[config.mk]
export PLATFORM = sky130hd
export DESIGN_NAME = square_select_ctl_flat
export DESIGN_NICKNAME = d
export VERILOG_FILES = /design/src/rtl/square_select_if.sv /design/src/rtl/square_select_ctl.sv /design/src/flat_wrapper.sv
export SDC_FILE = /design/constraint.sdc
export NUM_CORES = 1
export LEC_CHECK = 0
export BUFFER_PORTS_ARGS = -buffer_cell sky130_fd_sc_hd__buf_2
export CORE_MARGIN = 2
export CORE_UTILIZATION = 52
export CTS_BUF_LIST = sky130_fd_sc_hd__clkbuf_2 sky130_fd_sc_hd__clkbuf_4 sky130_fd_sc_hd__clkbuf_8
export CTS_CLUSTER_DIAMETER = 150
export DETAILED_ROUTE_END_ITERATION = 6
export PLACE_DENSITY_LB_ADDON = 0.08
export SYNTH_ARGS = -nofsm -noshare
export SYNTH_HDL_FRONTEND = slang
export SYNTH_SLANG_ARGS = --single-unit
[constraint.sdc]
create_clock -name pclk -period 6.3 [get_ports pclk]
set_clock_uncertainty 0.1 [all_clocks]
set_input_delay 1.26 -clock pclk [delete_from_list [all_inputs] [get_ports pclk]]
set_output_delay 1.26 -clock pclk [all_outputs]
set_load 0.01 [all_outputs]
[src/rtl/square_select_if.sv]
// square_select_if: cursor/button inputs and board/status outputs of the tic-tac-toe square selector
interface square_select_if;
  logic        start_en;
  logic        choice_en;
  logic [11:0] mouse_xpos;
  logic [11:0] mouse_ypos;
  logic        mouse_left;
  logic [8:0]  square;
  logic [8:0]  square_color;
  logic        player;
  logic        place_pulse;
  logic        game_over;
  logic [1:0]  winner;
  modport master (
    output start_en, choice_en, mouse_xpos, mouse_ypos, mouse_left,
    input  square, square_color, player, place_pulse, game_over, winner
  );
  modport slave (
    input  start_en, choice_en, mouse_xpos, mouse_ypos, mouse_left,
    output square, square_color, player, place_pulse, game_over, winner
  );
endinterface

[src/rtl/square_select_ctl.sv]
// square_select_ctl: turns mouse clicks on a 3x3 screen grid into tic-tac-toe moves and scores the game
module square_select_ctl (
  input  logic pclk,
  input  logic rst,
  square_select_if.slave bus
);
  typedef enum logic [1:0] {IDLE, PLAY, CHECK, OVER} state_t;
  localparam logic [7:0][8:0] win_lines = {9'h007, 9'h038, 9'h1C0, 9'h049, 9'h092, 9'h124, 9'h111, 9'h054};
  state_t      state, state_nx;
  logic        prev_left, in_grid, hit, won;
  logic [1:0]  col, row;
  logic [3:0]  idx;
  logic [8:0]  cell_bit, mine, square_nx, color_nx;
  logic        player_nx, pulse_nx, over_nx;
  logic [1:0]  winner_nx;
  always_comb begin
    col = bus.mouse_xpos < 12'd340 ? 2'd0 : bus.mouse_xpos < 12'd685 ? 2'd1 : 2'd2;
    row = bus.mouse_ypos < 12'd252 ? 2'd0 : bus.mouse_ypos < 12'd516 ? 2'd1 : 2'd2;
    in_grid = bus.mouse_xpos < 12'd1024 && bus.mouse_ypos < 12'd768;
    idx = 4'(row) * 4'd3 + 4'(col);
    cell_bit = 9'd1 << idx;
    hit = bus.mouse_left && !prev_left && !bus.choice_en && in_grid && !(|(bus.square & cell_bit));
    // squares owned by the side that just moved
    mine = bus.square & (bus.player ? bus.square_color : ~bus.square_color);
    won = 1'b0;
    for (int i = 0; i < 8; i++) won = won | ((mine & win_lines[i]) == win_lines[i]);
  end
  always_comb begin
    state_nx = state;
    square_nx = bus.square;
    color_nx = bus.square_color;
    player_nx = bus.player;
    pulse_nx = 1'b0;
    over_nx = bus.game_over;
    winner_nx = bus.winner;
    if (!bus.start_en) begin
      state_nx = IDLE;
      square_nx = '0;
      color_nx = '0;
      player_nx = 1'b0;
      over_nx = 1'b0;
      winner_nx = 2'b00;
    end else begin
      case (state)
        IDLE: state_nx = bus.choice_en ? IDLE : PLAY;
        PLAY: if (hit) begin
          square_nx = bus.square | cell_bit;
          color_nx = bus.player ? bus.square_color | cell_bit : bus.square_color & ~cell_bit;
          pulse_nx = 1'b1;
          state_nx = CHECK;
        end
        CHECK: if (won || &bus.square) begin
          winner_nx = won ? (bus.player ? 2'b10 : 2'b01) : 2'b11;
          over_nx = 1'b1;
          state_nx = OVER;
        end else begin
          player_nx = ~bus.player;
          state_nx = PLAY;
        end
        default: state_nx = OVER;
      endcase
    end
  end
  always_ff @(posedge pclk) begin
    if (!rst) begin
      state <= IDLE;
      bus.square <= '0;
      bus.square_color <= '0;
      bus.player <= 1'b0;
      bus.place_pulse <= 1'b0;
      bus.game_over <= 1'b0;
      bus.winner <= 2'b00;
      prev_left <= 1'b0;
    end else begin
      state <= state_nx;
      bus.square <= square_nx;
      bus.square_color <= color_nx;
      bus.player <= player_nx;
      bus.place_pulse <= pulse_nx;
      bus.game_over <= over_nx;
      bus.winner <= winner_nx;
      prev_left <= bus.mouse_left;
    end
  end
endmodule

[src/flat_wrapper.sv]
// flat-port wrapper written by rule: the top's interface ports become plain ports
module square_select_ctl_flat 
  (pclk, rst, bus_start_en, bus_choice_en, bus_mouse_xpos, bus_mouse_ypos, bus_mouse_left, bus_square, bus_square_color, bus_player, bus_place_pulse, bus_game_over, bus_winner);
  square_select_if bus_i ();
  input  logic pclk;
  input  logic rst;
  input wire logic [$bits(bus_i.start_en)-1:0] bus_start_en;
  input wire logic [$bits(bus_i.choice_en)-1:0] bus_choice_en;
  input wire logic [$bits(bus_i.mouse_xpos)-1:0] bus_mouse_xpos;
  input wire logic [$bits(bus_i.mouse_ypos)-1:0] bus_mouse_ypos;
  input wire logic [$bits(bus_i.mouse_left)-1:0] bus_mouse_left;
  output wire logic [$bits(bus_i.square)-1:0] bus_square;
  output wire logic [$bits(bus_i.square_color)-1:0] bus_square_color;
  output wire logic [$bits(bus_i.player)-1:0] bus_player;
  output wire logic [$bits(bus_i.place_pulse)-1:0] bus_place_pulse;
  output wire logic [$bits(bus_i.game_over)-1:0] bus_game_over;
  output wire logic [$bits(bus_i.winner)-1:0] bus_winner;
  assign bus_i.start_en = bus_start_en;
  assign bus_i.choice_en = bus_choice_en;
  assign bus_i.mouse_xpos = bus_mouse_xpos;
  assign bus_i.mouse_ypos = bus_mouse_ypos;
  assign bus_i.mouse_left = bus_mouse_left;
  assign bus_square = bus_i.square;
  assign bus_square_color = bus_i.square_color;
  assign bus_player = bus_i.player;
  assign bus_place_pulse = bus_i.place_pulse;
  assign bus_game_over = bus_i.game_over;
  assign bus_winner = bus_i.winner;
  square_select_ctl u_core (.pclk(pclk), .rst(rst), .bus(bus_i));
endmodule
==> metrics.md <==
| Metric | Value |
|---|---|
| Post-CTS Setup Bufs | `0` |
| Number of synthesis warnings | `0` |
| Slew @ Worst Pin | `between 0.7 and 0.8 ns` |
| Global placer's final weighted congestion | `0.944` |
| Busiest grt layer | `met2` |
| Final setup viols | `0` |
| Pint | `around 0.25 mW` |
| Largest family of logic cells by synthesized area | `simple AND/OR/NAND/NOR gates` |
| CTS Root Cell | `clkbuf_4` |
| Clk buf depth | `2` |
| Via count | `1,608` |
| Pwr Density | `~170 nW/um^2` |
| Register bit total from synthesis | `26` |
| Cell Count, Final, Fillers Out | `approximately 270` |
| Worst EP arrival | `around 5.7 ns` |
| CP endpoint kind | `register` |
| Hold Violations, Final | `0` |
| Routed len/inst | `between 10 and 15 um` |
| Ant diodes | `0` |
| Final Cell Area | `about 1900 um^2` |
| Synth cell types | `46` |
| Pleak | `between 0.8 and 0.9 nW` |
| Post-route DRC | `6` |
| CTS tree | `built` |
| Maxcap violations | `0` |
| Initial antenna violation count | `0` |
| Die H | `59.0 um` |
| CP required | `between 6 and 7 ns` |
| Sequential Power Share | `51.2%` |
| CP Class | `in -> reg` |
| Dpl cell area | `1820 um^2` |
| Share of layout cells above drive strength 1 | `roughly 25%` |
| Initial DRT Pass Iterations | `6` |
| Failing checks | `design-rule violations` |
| Synth Area in Simple Gates | `a little under 30%` |
| Most used DFF post-synth | `dfxtp_1` |
| Psw | `between 0.07 and 0.08 mW` |
| Number of buffers and inverters on the critical path | `4` |
| Sw Ratio | `roughly a quarter` |
| Slew HR | `52.7%` |
| Register area share after synthesis | `between 30% and 40%` |
| Largest net degree at the start of global routing | `26` |
| Slew Viols, Final | `0` |
| Mean post-synth cell area | `between 8 and 9 um^2` |
| Startpoint types | `input port` |
| Fin nets | `270` |
| Mux contribution to synthesized area | `roughly 8.4%` |
| Complex-gate fraction of the synthesized area | `about a fifth` |
| Die Span X | `~60 um` |
| Met3 usage | `3.74%` |
| VDD IR max | `~0.13 mV` |
| Ports | `52` |
| Number of H-tree levels | `1` |
| Global-route track usage on met1 | `31.3%` |
| F_max | `roughly 0.18 GHz` |
| Combinational power share | `about an eighth` |
| Clock Latency Late Sink | `approximately 0.33 ns` |
| Remaining antenna violation count | `0` |
| Post-synth EDFFs | `0` |
| GRT Resource Usage Total | `~24%` |
| RSZ-0062 raised after global routing | `false` |
| Reg clk slew, reported paths | `about 0.15 ns` |
| Core area | `between 2000 and 3000 um^2` |
| Hold Path Class | `reg -> reg` |
| Grt total ovfl | `0` |
| # rows | `19` |
| Crit path max fanout | `8` |
| Post-Synthesis Net Count | `about 220` |
| Slowest CP cell | `fa_1` |
| Most frequent cell on the critical path | `inv_1` |
| Final core utilization | `between 60% and 70%` |
| Iter 0 DRT Violations | `roughly 100` |
| Layout area overhead | `19.4%` |
| CTS Sinks | `26` |
| Async SR Flop Fraction | `0%` |
| First-pass GRT wire length | `around 6.4 mm` |
| Final cycle utilization of the critical path | `87.4%` |
| Max stage delay on crit path | `0.64 ns` |
| Setup_tns | `0 ns` |
| Vias in the first global route | `1,463` |
| Outcome | `finished, violations left` |
| Hpwl dp | `3.08 mm` |
| Vias per cell | `~6.0` |
| Period minus WS final | `about 5.5 ns` |
| Met2 Use GR | `between 40 and 50%` |
| Die area | `between 3000 and 4000 um^2` |
| Worst path cell trace | `buf_2, nor4_1, nand2_1, a21oi_1, inv_1, nor2_1, inv_1, fa_1, inv_1, ha_1, fa_1, mux4_2, and3b_4, a2111oi_4, nand3_1, nor2_1, mux2i_1` |
| Crit path max-delay family | `adder cells` |
| Clk pwr share | `between 30 and 40%` |
| Num CTS Buffers | `3` |
| Cts hold-fix bufs | `0` |
| Starting Density | `around 56%` |
| Post-Synth Adder-Cell Area | `4.14%` |
| Synth Area in XOR/XNOR | `approximately 1.7%` |
| Placed insts | `roughly 260` |
| Post-Syn Instances | `~190` |
| PortBufs | `~50` |
| Total Wirelength | `about 3.9 mm` |
| Post-CTS sizing | `0` |
| Post-Syn Area | `between 1500 and 2000 um^2` |
-- metal layers --
layer	share of wire, %	vias up
met5	0	-
met4	1.4	0
met3	7.9	8
met2	49	68
met1	41	743
li1	-	789
-- stage by stage --
stage	setup WS, ns	hold WS, ns	total power, mW
6_report	0.797	0.354	0.323
5_1_grt	0.413	0.387	0.336
4_1_cts	0.778	0.358	0.323
3_5_place_dp	0.486	0.338	0.209
3_3_place_gp	0.606	0.332	0.207
2_1_floorplan	1.05	0.370	0.195
-- logic make-up (layout without fill, tap and decap cells) --
kind of cell | count (synthesis) | in the layout
fa+ha+maj | 4 | 4
simple gates | 86 | 86
compound gates | 41 | 41
buf+inv | 17 | 64
mux | 12 | 12
flops | 26 | 26
xor+xnor | 3 | 3
-- layout by cell type (no fill, tap or decap), types with 2 or more instances in the layout --
| cell | n |
|---|---|
| and2_1 | 2 |
| o21a_1 | 7 |
| or3_1 | 4 |
| buf_2 | 49 |
| fa_1 | 2 |
| a21oi_1 | 12 |
| nand4_1 | 9 |
| nand3_1 | 10 |
| nor4_1 | 2 |
| nor3_1 | 7 |
| or4_1 | 2 |
| o21ai_0 | 4 |
| inv_1 | 11 |
| o2111ai_1 | 2 |
| nand2b_1 | 3 |
| a2bb2oi_1 | 2 |
| ha_1 | 2 |
| a211oi_1 | 3 |
| mux2i_1 | 11 |
| clkbuf_4 | 3 |
| xor2_1 | 2 |
| nand2_1 | 19 |
| o41ai_1 | 2 |
| and3_1 | 2 |
| nor2_1 | 15 |
| dfxtp_1 | 26 |
| nor2b_1 | 4 |
-- power by group through the flow --
stage / Clock, mW / Combinational, mW / Sequential [mW]
floorplan: 0 / 0.0265 / 0.169
global placement: 0 / 0.0383 / 0.169
detailed placement: 0 / 0.0402 / 0.169
CTS: 0.117 / 0.0405 / 0.166
global route: 0.125 / 0.0454 / 0.166
finish: 0.117 / 0.0403 / 0.166
-- final cells by class --
cell class / instances / area, um^2
multi-input cells: 146 / 977
fillers: 251 / 930
flip-flops and latches: 26 / 520
repair buffers: 49 / 245
inverters: 11 / 41.3
well taps: 31 / 38.8
clock inverters: 1 / 30.0
clock buffers: 3 / 22.5
-- tightest hold or removal path: stages (launching register included) --
cell,delay (ns)
dfxtp_1,0.34
inv_1,0.05
a21oi_1,0.05
-- Yosys cell counts (3+ instances only) --
cell type | instances | area [um^2]
inv_1 | 11 | 41.3
dfxtp_1 | 26 | 521
nor2b_1 | 4 | 25.0
clkbuf_1 | 4 | 15.0
nor3_1 | 7 | 35.0
nand4_1 | 9 | 56.3
o21a_1 | 7 | 52.6
nand3_1 | 10 | 50.1
or3_1 | 4 | 25.0
mux2i_1 | 11 | 110
nor2_1 | 15 | 56.3
a21oi_1 | 12 | 60.1
nand2_1 | 19 | 71.3
a211oi_1 | 3 | 22.5
o21ai_0 | 4 | 20.0
nand2b_1 | 3 | 18.8
-- path summary, 6_finish.rpt --
check,start,endpoint,slack [ns],cells after the start
worst max-delay path,bus_mouse_ypos[4],register,0.80,17
worst min-delay path,u_core.bus.game_over,u_core.bus.game_over,0.35,2
worst max register to register,u_core.bus.player,u_core.bus.game_over,3.92,6
worst min register to register,u_core.bus.game_over,u_core.bus.game_over,0.35,2
(Power assumes the default switching activity.)
